`src/rtl/keypad_matrix_scanner.sv`:
```
// -----------------------------------------------------------------------------
// keypad_matrix_scanner
//
// Scans a 4x4 key matrix one column at a time. Each key press is debounced over
// whole scans. An accepted single press is turned into one write on the LED
// display's data/load/char_position interface.
//
// Ports
//   clk            in   1  system clock
//   reset          in   1  synchronous, active-high reset
//   ena            in   1  1 = run, 0 = freeze divider/scan/FSM (load forced 0)
//   row_in         in   4  matrix rows, active-high, asynchronous to clk
//   col_out        out  4  one-hot active-high column drive
//   data_out       out  4  last accepted key code (row*4 + col)
//   char_position  out  2  display slot of the current/next write
//   load           out  1  one-cycle write strobe to the display
//   key_held       out  1  high while an accepted key is still held down
//   multi_key      out  1  last completed scan saw two or more keys
// -----------------------------------------------------------------------------
module keypad_matrix_scanner #(
  parameter logic [15:0] SCAN_DIV       = 16'd1000,
  parameter logic [7:0]  DEBOUNCE_SCANS = 8'd4
) (
  input  logic       clk,
  input  logic       reset,
  input  logic       ena,
  input  logic [3:0] row_in,
  output logic [3:0] col_out,
  output logic [3:0] data_out,
  output logic [1:0] char_position,
  output logic       load,
  output logic       key_held,
  output logic       multi_key
);

  localparam logic [1:0] ST_IDLE     = 2'd0;
  localparam logic [1:0] ST_DEBOUNCE = 2'd1;
  localparam logic [1:0] ST_HELD     = 2'd2;

  // Row synchronizer
  logic [3:0]  sync1_q, sync1_d;
  logic [3:0]  sync2_q, sync2_d;

  // Column scan
  logic [15:0] div_cnt_q, div_cnt_d;
  logic [3:0]  col_q, col_d;
  logic [15:0] scan_buf_q, scan_buf_d;   // bit row*4+col = key seen pressed
  logic        scan_cmp_q, scan_cmp_d;   // column 3 sampled, classify next cycle

  // Scan classification
  logic        scan_done_q, scan_done_d;
  logic        cls_none_q, cls_none_d;
  logic        cls_multi_q, cls_multi_d;
  logic [3:0]  cls_code_q, cls_code_d;

  // Debounce FSM
  logic [1:0]  state_q, state_d;
  logic [3:0]  cand_q, cand_d;
  logic [7:0]  cnt_q, cnt_d;
  logic [7:0]  rcnt_q, rcnt_d;

  // Display write interface
  logic [3:0]  data_q, data_d;
  logic [1:0]  pos_q, pos_d;
  logic        load_q, load_d;
  logic        multi_q, multi_d;

  // Combinational helpers
  logic [1:0]  col_idx;
  logic        col_tick;
  logic [4:0]  key_count;
  logic [3:0]  key_code;
  logic        cls_single;

  // Column index of the currently driven one-hot column.
  always_comb begin
    col_idx = 2'd0;
    case (col_q)
      4'b0010: col_idx = 2'd1;
      4'b0100: col_idx = 2'd2;
      4'b1000: col_idx = 2'd3;
      default: col_idx = 2'd0;
    endcase
  end

  assign col_tick = (div_cnt_q == SCAN_DIV - 16'd1);

  // Count the keys in the completed scan and pick out the code of one of them.
  // The code is only meaningful when exactly one key is present.
  always_comb begin
    key_count = 5'd0;
    key_code  = 4'd0;
    for (int i = 0; i < 16; i++) begin
      if (scan_buf_q[4'(i)]) begin
        key_count = key_count + 5'd1;
        key_code  = 4'(i);
      end
    end
  end

  assign cls_single = !cls_none_q && !cls_multi_q;

  always_comb begin
    // The synchronizer runs regardless of ena.
    sync1_d     = row_in;
    sync2_d     = sync1_q;

    div_cnt_d   = div_cnt_q;
    col_d       = col_q;
    scan_buf_d  = scan_buf_q;
    scan_cmp_d  = scan_cmp_q;
    cls_none_d  = cls_none_q;
    cls_multi_d = cls_multi_q;
    cls_code_d  = cls_code_q;
    state_d     = state_q;
    cand_d      = cand_q;
    cnt_d       = cnt_q;
    rcnt_d      = rcnt_q;
    data_d      = data_q;
    pos_d       = pos_q;
    multi_d     = multi_q;
    // Strobes default low so that they last one cycle and are dropped
    // (not deferred) whenever ena is low.
    scan_done_d = 1'b0;
    load_d      = 1'b0;

    if (ena) begin
      // Classify the scan one cycle after its last column was stored.
      if (scan_cmp_q) begin
        scan_cmp_d  = 1'b0;
        scan_done_d = 1'b1;
        cls_none_d  = (key_count == 5'd0);
        cls_multi_d = (key_count >= 5'd2);
        cls_code_d  = key_code;
      end

      if (col_tick) begin
        div_cnt_d = 16'd0;
        for (int r = 0; r < 4; r++) begin
          scan_buf_d[{2'(r), col_idx}] = sync2_q[2'(r)];
        end
        col_d = {col_q[2:0], col_q[3]};
        if (col_q[3]) begin
          scan_cmp_d = 1'b1;
        end
      end else begin
        div_cnt_d = div_cnt_q + 16'd1;
      end

      // The slot advances after the write has been presented for one cycle.
      if (load_q) begin
        pos_d = pos_q + 2'd1;
      end

      if (scan_done_q) begin
        multi_d = cls_multi_q;
        case (state_q)
          ST_IDLE: begin
            if (cls_single) begin
              cand_d = cls_code_q;
              if (DEBOUNCE_SCANS <= 8'd1) begin
                data_d  = cls_code_q;
                load_d  = 1'b1;
                rcnt_d  = 8'd0;
                state_d = ST_HELD;
              end else begin
                cnt_d   = 8'd1;
                state_d = ST_DEBOUNCE;
              end
            end
          end
          ST_DEBOUNCE: begin
            if (cls_single) begin
              if (cls_code_q == cand_q) begin
                if (cnt_q + 8'd1 >= DEBOUNCE_SCANS) begin
                  data_d  = cand_q;
                  load_d  = 1'b1;
                  rcnt_d  = 8'd0;
                  state_d = ST_HELD;
                end else begin
                  cnt_d = cnt_q + 8'd1;
                end
              end else begin
                // A different single key restarts qualification on that key.
                cand_d = cls_code_q;
                cnt_d  = 8'd1;
              end
            end else begin
              state_d = ST_IDLE;
            end
          end
          ST_HELD: begin
            // Only a run of empty scans releases; any key activity (including
            // a new key) restarts the release count, so there is no repeat.
            if (cls_none_q) begin
              if (rcnt_q + 8'd1 >= DEBOUNCE_SCANS) begin
                rcnt_d  = 8'd0;
                state_d = ST_IDLE;
              end else begin
                rcnt_d = rcnt_q + 8'd1;
              end
            end else begin
              rcnt_d = 8'd0;
            end
          end
          default: state_d = ST_IDLE;
        endcase
      end
    end
  end

  always_ff @(posedge clk) begin
    if (reset) begin
      sync1_q     <= 4'd0;
      sync2_q     <= 4'd0;
      div_cnt_q   <= 16'd0;
      col_q       <= 4'b0001;
      scan_buf_q  <= 16'd0;
      scan_cmp_q  <= 1'b0;
      scan_done_q <= 1'b0;
      cls_none_q  <= 1'b1;
      cls_multi_q <= 1'b0;
      cls_code_q  <= 4'd0;
      state_q     <= ST_IDLE;
      cand_q      <= 4'd0;
      cnt_q       <= 8'd0;
      rcnt_q      <= 8'd0;
      data_q      <= 4'd0;
      pos_q       <= 2'd0;
      load_q      <= 1'b0;
      multi_q     <= 1'b0;
    end else begin
      sync1_q     <= sync1_d;
      sync2_q     <= sync2_d;
      div_cnt_q   <= div_cnt_d;
      col_q       <= col_d;
      scan_buf_q  <= scan_buf_d;
      scan_cmp_q  <= scan_cmp_d;
      scan_done_q <= scan_done_d;
      cls_none_q  <= cls_none_d;
      cls_multi_q <= cls_multi_d;
      cls_code_q  <= cls_code_d;
      state_q     <= state_d;
      cand_q      <= cand_d;
      cnt_q       <= cnt_d;
      rcnt_q      <= rcnt_d;
      data_q      <= data_d;
      pos_q       <= pos_d;
      load_q      <= load_d;
      multi_q     <= multi_d;
    end
  end

  assign col_out       = col_q;
  assign data_out      = data_q;
  assign char_position = pos_q;
  assign load          = load_q & ena;
  assign key_held      = (state_q == ST_HELD);
  assign multi_key     = multi_q;

endmodule

```
`config.mk`:
```
export PLATFORM = sky130hd
export DESIGN_NAME = keypad_matrix_scanner
export DESIGN_NICKNAME = d
export VERILOG_FILES = /design/src/rtl/keypad_matrix_scanner.sv
export SDC_FILE = /design/constraint.sdc
export NUM_CORES = 1
export LEC_CHECK = 0
export ABC_AREA = 1
export BUFFER_PORTS_ARGS = -buffer_cell sky130_fd_sc_hd__buf_4
export CORE_AREA = 2 2 112 114
export CTS_BUF_LIST = sky130_fd_sc_hd__clkbuf_8
export DETAILED_ROUTE_END_ITERATION = 6
export DIE_AREA = 0 0 114 116
export PLACE_DENSITY_LB_ADDON = 0.3
export SYNTH_ARGS = -nofsm -noshare
export SYNTH_HDL_FRONTEND = slang
export SYNTH_SLANG_ARGS = --single-unit
```
`constraint.sdc`:
```
create_clock -name clk -period 4.61 [get_ports clk]
set_clock_uncertainty 0.05 [all_clocks]
set_input_delay 0.6915 -clock clk [delete_from_list [all_inputs] [get_ports clk]]
set_output_delay 0.6915 -clock clk [all_outputs]
set_load 0.05 [all_outputs]
```
==> impl_metrics.json, run 1 <==
{
  "outcome": "complete, no violations",
  "wl_met1_mm": 3.78,
  "ys.warnings.count": 0,
  "p_seq_share_pct": 57.1,
  "coreArea_sq_um": 11900,
  "boundaryPins": 20,
  "n_fill_cell": 1282,
  "hpwl_mm": 5.50,
  "clock_path_buffers": 2,
  "grt.total_usage_pct": 11.9,
  "postSynth.asyncResetShare_pct": 0,
  "grt_overflow": 0,
  "cts.sinks": 67,
  "cts_tree": "done",
  "cp-start-kind": "flip-flop",
  "clk_pin_slew_ns": 0.07,
  "hold_violations": 0,
  "num_vias": 3141,
  "die_area_sq_um": 13200,
  "die_h_um": 116,
  "synthCells": 516,
  "postRouteAntennaNets": 0,
  "routed_wl_mm": 7.20,
  "grt_pass1_vias": 2930,
  "ys_ff_latch": 67,
  "numCtsBuffers": 9,
  "synth.avg_cell_area_sq_um": 6.84,
  "grt_pass1_wl_mm": 12.8,
  "final.min_clock_period_ns": 4.03,
  "p_int_mw": 0.789,
  "postCtsResizedCells": 0,
  "synth.distinct_cells": 36,
  "std_cell_rows": 40,
  "utilization_pct": 33.1,
  "post_cts_buffers": 0,
  "ys_seq_area_share_pct": 38.0,
  "routed_via_density": 4.58,
  "route.top_layer_used": "met4",
  "nets": 556,
  "start_util_pct": 29.6,
  "seq_area_sq_um": 1340,
  "clockPowerShare_pct": 40.4,
  "cp_slowest_cell": "dfxtp_1",
  "cp_num_buf_inv": 3,
  "switchingPower_mw": 0.233,
  "synth_area_leader_cell": "dfxtp_1",
  "arrival_ns": 4.20,
  "p_sw_share_pct": 22.8,
  "critPathRequiredTime_ns": 4.78,
  "path_delay_family": "simple AND/OR/NAND/NOR gates",
  "n_antenna_cell": 0,
  "portBuffers": 16,
  "synthFlopType": "dfxtp_1",
  "synth_top_cell_area_share_pct": 38.0,
  "synthTopCellsByCount": "inv_1, nand2_1, dfxtp_1",
  "cts_max_level": 3,
  "tns_ns": 0,
  "cp-end-kind": "flip-flop",
  "cts_root_buf": "clkbuf_8",
  "ir_drop_uv": 144,
  "crit_chain": "inv_1 -> ha_1 -> nand2_1 -> nand2_2 -> inv_1 -> ha_1 -> or2_1 -> nand3_1 -> nand3_1 -> nand2_1 -> ha_1 -> or2_2 -> nand2_1 -> inv_1 -> ha_1 -> nand2_1 -> nand2_1 -> ha_1 -> a21oi_1 -> nand2_1 -> a21oi_1 -> nand2_1 -> nor2_2 -> a21oi_1",
  "rsz0062_at_grt": "no",
  "fin_crit_sh_pct": 87.3,
  "grt_max_degree": 29,
  "routedWlPerCell_um": 10.5,
  "clk_latency_ns": 0.33,
  "met3WireLength_um": 263,
  "p_comb_share_pct": 2.4,
  "finalSetupViolCount": 0,
  "crit_fanout": 4,
  "path_class": "flip-flop to flip-flop",
  "multiInputGateArea_sq_um": 1780,
  "syn_to_final_growth_pct": 11.6,
  "drtIter0Drc": 149,
  "drive_gt1_share_pct": 7.98,
  "synth_fp_nets": 537,
  "leakagePower_nw": 1.74,
  "synth_edf_count": 0,
  "worstMarginPinSlew_ns": 0.808,
  "drc": 0,
  "die_w_um": 114,
  "clock.fmax_mhz": 248,
  "synth_area_sq_um": 3530,
  "maxCapViolCount": 0,
  "final_max_slew_viol_count": 0,
  "cellPowerDensity_nw_per_um2": 259,
  "power_mw": 1.02,
  "cp_slowest_stage_delay_ns": 0.38,
  "gp_congestion": 0.788,
  "synth.most_common_cell": "inv_1",
  "hold_path_class": "flip-flop to flip-flop",
  "dp.cells": 671,
  "hold_buffers": 0,
  "finalNonFillerCells": 686,
  "wl_met2_mm": 3.12,
  "dr.pass1.iters": 6,
  "whs_ns": 0.358,
  "worst_path_most_repeated_cell": "nand2_1",
  "synth_area_leaders": "dfxtp_1, inv_1, nand2_1",
  "grt_antenna_before_repair": 0,
  "relSlewSlack_pct": 45.4
}
==> power by group through the flow <==
stage | sequential [mW] | combinational (mW) | clock [mW]
after floorplan | 0.597 | 0.0198 | 0
after global placement | 0.597 | 0.0248 | 0
after detailed placement | 0.597 | 0.0251 | 0
after CTS | 0.584 | 0.0251 | 0.429
after global routing | 0.584 | 0.0283 | 0.460
final | 0.584 | 0.0247 | 0.413
==> sequential cells by signal, indices dropped and copies added (netlist names) <==
signal and count:
cls_none_q 1, scan_cmp_q 1, state_q 2, char_position 2, col_out 4, cand_q 3
cnt_q 8, scan_buf_q 8, load_q 1, sync1_q 2, sync2_q 2, div_cnt_q 16
scan_done_q 1, cls_multi_q 1, data_out 3, multi_key 1, cls_code_q 3, rcnt_q 8
==> tightest hold or removal path: cells and delay by family, from the launching register on <==
kind          cells  cell delay, ns
buf+inv           1            0.04
flops             1            0.30
simple gates      1            0.03
==> stage by stage <==
stage          cell area (sq um)  worst slack, ns
2_1_floorplan               3530            0.916
3_3_place_gp                3780            0.666
3_5_place_dp                3780            0.609
4_1_cts                     3940            0.580
5_1_grt                     3940            0.209
6_report                    3940            0.585
==> path summary, 6_finish.rpt <==
check | cells past startpoint | slack (ns) | endpoint | start
min | 2 | 0.36 | sync2_q[0]$_SDFF_PP0_ | sync1_q[0]$_SDFF_PP0_
max | 24 | 0.58 | cls_multi_q$_SDFFE_PP0P_ | scan_buf_q[1]$_SDFFE_PP0P_
max reg2reg | 24 | 0.58 | cls_multi_q$_SDFFE_PP0P_ | scan_buf_q[1]$_SDFFE_PP0P_
min reg2reg | 2 | 0.36 | sync2_q[0]$_SDFF_PP0_ | sync1_q[0]$_SDFF_PP0_
==> layer usage <==
metal  up-vias  GRT usage (%)
met4         0           3.66
met1      1385           15.5
met3         2           3.97
li1       1707              -
met2        47           18.7
met5         -              0
==> final cells by class <==
cell class,count,share of cell area [%]
multi-input cells,346,45.1
flip-flops and latches,67,34.0
repair buffers,16,3.05
clock inverters,5,0.603
well taps,147,4.67
clock buffers,10,3.49
inverters,95,9.05
==> layout by cell type, fill, tap and decap left out <==
cell	instances
a211oi_1	9
a21oi_1	31
a221oi_1	1
a22oi_1	1
a31oi_1	1
and3_1	1
buf_4	16
clkbuf_8	10
clkinv_1	1
clkinv_2	1
clkinvlp_4	1
conb_1	1
dfxtp_1	67
ha_1	14
inv_1	96
inv_2	1
nand2_1	87
nand2_2	7
nand3_1	45
nand3_2	1
nand3b_1	2
nand3b_2	1
nand4_1	8
nor2_1	59
nor2_2	2
nor3_1	23
nor3_2	1
nor4_1	6
o211ai_1	1
o21ai_0	31
o21bai_1	1
o311ai_0	1
or2_1	1
or2_2	2
xnor2_1	4
xor2_1	4
==> cell families (layout without fill, tap and decap cells) <==
group           Yosys count  count (layout)  synth area share [%]
simple gates            246             246                  31.3
compound gates           77              77                  12.0
fa+ha+maj                14              14                  4.96
xor+xnor                  8               8                  1.98
buf+inv                 103             126                  11.7
other cells               1               1                 0.106
flops                    67              67                  38.0
Note: power is estimated with default switching activity, not from simulation.
==> inputs of run 2 (changes only) <==
==> constraint.sdc (replaced) <==
create_clock -name clk -period 3.3 [get_ports clk]
set_clock_uncertainty 0.05 [all_clocks]
set_input_delay 0.495 -clock clk [delete_from_list [all_inputs] [get_ports clk]]
set_output_delay 0.495 -clock clk [all_outputs]
set_load 0.05 [all_outputs]
==> run 2 against run 1 <==
  * The flow now finishes with violations (setup timing)
  * Routed wire length grew 3.9%
  * Total power grew 56%
  * Flip-flop and latch count is the same
  * Clock-buffer cell count shrank 1
  * Combinational power grew 40%
  * Largest cell class unchanged
  * Highest routed layer unchanged
==> impl_metrics.json, run 2 (synthesis gave the netlist of run 1 again) <==
{
  "cp-end-kind": "flip-flop",
  "layout_setup_ws_ns": -0.0887,
  "largest-register": "div_cnt_q",
  "clock.fmax_mhz": 295,
  "gp_congestion": 0.837,
  "n_fill_cell": 1273,
  "postRouteAntennaNets": 0,
  "layout_common_cells": "inv_1, nand2_1, dfxtp_1",
  "cts_max_level": 3,
  "std_cell_rows": 40,
  "grt_overflow": 0,
  "die_h_um": 116,
  "num_vias": 3261,
  "cts_root_buf": "clkbuf_8",
  "clock_path_buffers": 2,
  "r2r-end": "cls_none_q$_SDFFE_PP1P_",
  "rr_worst_depth": 26,
  "grt_max_degree": 29,
  "routed_via_density": 4.58,
  "dpl_worst_slack_ns": -0.241,
  "hold_buffers": 0,
  "tns_ns": -0.159,
  "design_area_sq_um": 4290,
  "grt_pass1_wl_mm": 13.7,
  "cts.sinks": 67,
  "dpl_cell_area_sq_um": 3910,
  "drtIter0Drc": 136,
  "numCtsBuffers": 9,
  "final_max_slew_viol_count": 0,
  "syn_to_final_growth_pct": 21.4,
  "routed_wl_mm": 7.48,
  "ir_drop_uv": 221,
  "critPathRequiredTime_ns": 3.55,
  "crit_fanout": 3,
  "nets": 581,
  "path_class": "flip-flop to flip-flop",
  "relSlewSlack_pct": 47.2,
  "r2r_start": "scan_buf_q[1]$_SDFFE_PP0P_",
  "worstMarginPinSlew_ns": 0.782,
  "leakagePower_nw": 1.86,
  "start_util_pct": 29.6,
  "violations": "setup timing",
  "rsz0062_at_grt": "yes",
  "grt_antenna_before_repair": 0,
  "maxCapViolCount": 0,
  "grt_pass1_vias": 3152,
  "dr.pass1.iters": 4,
  "startpoint": "scan_buf_q[1]$_SDFFE_PP0P_",
  "boundaryPins": 20,
  "hold_path_class": "input pin to flip-flop",
  "drc": 0,
  "drive_gt1_share_pct": 16.6,
  "finalSetupViolCount": 2,
  "clk_latency_ns": 0.35,
  "r2r_setup_slack_ns": -0.09,
  "outcome": "complete, but fails checks",
  "die_area_sq_um": 13200,
  "largest_register_ffs": 16,
  "routedWlPerCell_um": 10.5,
  "arrival_ns": 3.64,
  "die_w_um": 114,
  "layout.cells.most_common": "inv_1",
  "portBuffers": 16,
  "cp-start-kind": "flip-flop",
  "whs_ns": 0.296,
  "hpwl_mm": 5.64,
  "final.min_clock_period_ns": 3.39,
  "clk_pin_slew_ns": 0.08,
  "cts_tree": "done",
  "n_antenna_cell": 0,
  "worstSetupEndpoint": "cls_none_q$_SDFFE_PP1P_",
  "worst_hold_startpoint": "row_in[0]",
  "cellPowerDensity_nw_per_um2": 371,
  "coreArea_sq_um": 11900,
  "hold_violations": 0,
  "grt.total_usage_pct": 12.7,
  "fin_crit_sh_pct": 103
}
run 2: worst min-delay path by stage:
stage / to / slack, ns / depth (start not counted)
6_report: sync1_q[0]$_SDFF_PP0_ / 0.30 / 3
2_1_floorplan: sync2_q[0]$_SDFF_PP0_ / 0.34 / 2
3_3_place_gp: sync2_q[0]$_SDFF_PP0_ / 0.34 / 2
3_5_place_dp: sync2_q[1]$_SDFF_PP0_ / 0.35 / 2
4_1_cts: sync1_q[0]$_SDFF_PP0_ / 0.28 / 3
5_1_grt: sync1_q[0]$_SDFF_PP0_ / 0.30 / 3
run 2: report_power, final:
part           internal (mW)  switching (mW)  total (mW)
logic                0.00958          0.0250      0.0346
clock network          0.422           0.320       0.742
registers              0.813         0.00330       0.816
run 2: worst max-delay path: stages (launching register included):
cell and delay (ns):
dfxtp_2 0.35, inv_2 0.06, ha_4 0.28, inv_2 0.03, nand2_2 0.07, nand2_2 0.06, inv_2 0.06, ha_4 0.19
or2_1 0.22, nand3_1 0.07, nand3_1 0.06, nand2_1 0.07, ha_1 0.22, or2_4 0.24, nand2_2 0.07, inv_2 0.05
ha_4 0.25, nand2_2 0.05, nand2_2 0.10, ha_4 0.13, nand2_2 0.05, nand3b_1 0.19, a21oi_2 0.13, nand2_1 0.07
nor2_2 0.11, nand3_1 0.08, nand2_1 0.06
run 2: stage by stage:
step	std cells	utilization (%)	power (mW)
final	712	36.0	1.59
after global routing	712	36.0	1.67
after CTS	711	35.5	1.62
after detailed placement	686	32.9	0.870
after global placement	686	32.9	0.869
after floorplan	516	-	0.861
run 2: cell type report:
| type | count | area (sq um) | area share [%] |
|---|---|---|---|
| Multi-Input combinational cell | 346 | 1880 | 43.8 |
| Sequential cell | 67 | 1340 | 31.3 |
| Inverter | 95 | 357 | 8.32 |
| Timing Repair Buffer | 41 | 308 | 7.18 |
| Tap cell | 147 | 184 | 4.29 |
| Clock buffer | 9 | 124 | 2.89 |
| Clock inverter | 7 | 92.6 | 2.16 |
run 2: timing repair:
action / in CTS / in global routing
setup endpoints to repair: 2 / 2
pin swaps: 5 / 7
resized for setup: 6 / 13
setup buffers: 9 / 2
run 2: per-layer routing:
metal,vias to the layer above,track usage (%),share of wire [%],wire (um)
met3,13,3.50,3.8,282
met1,1453,15.8,49,3680
li1,1750,-,-,-
met5,-,0,0,0
met2,45,21.5,46,3420
met4,0,4.15,1.3,99
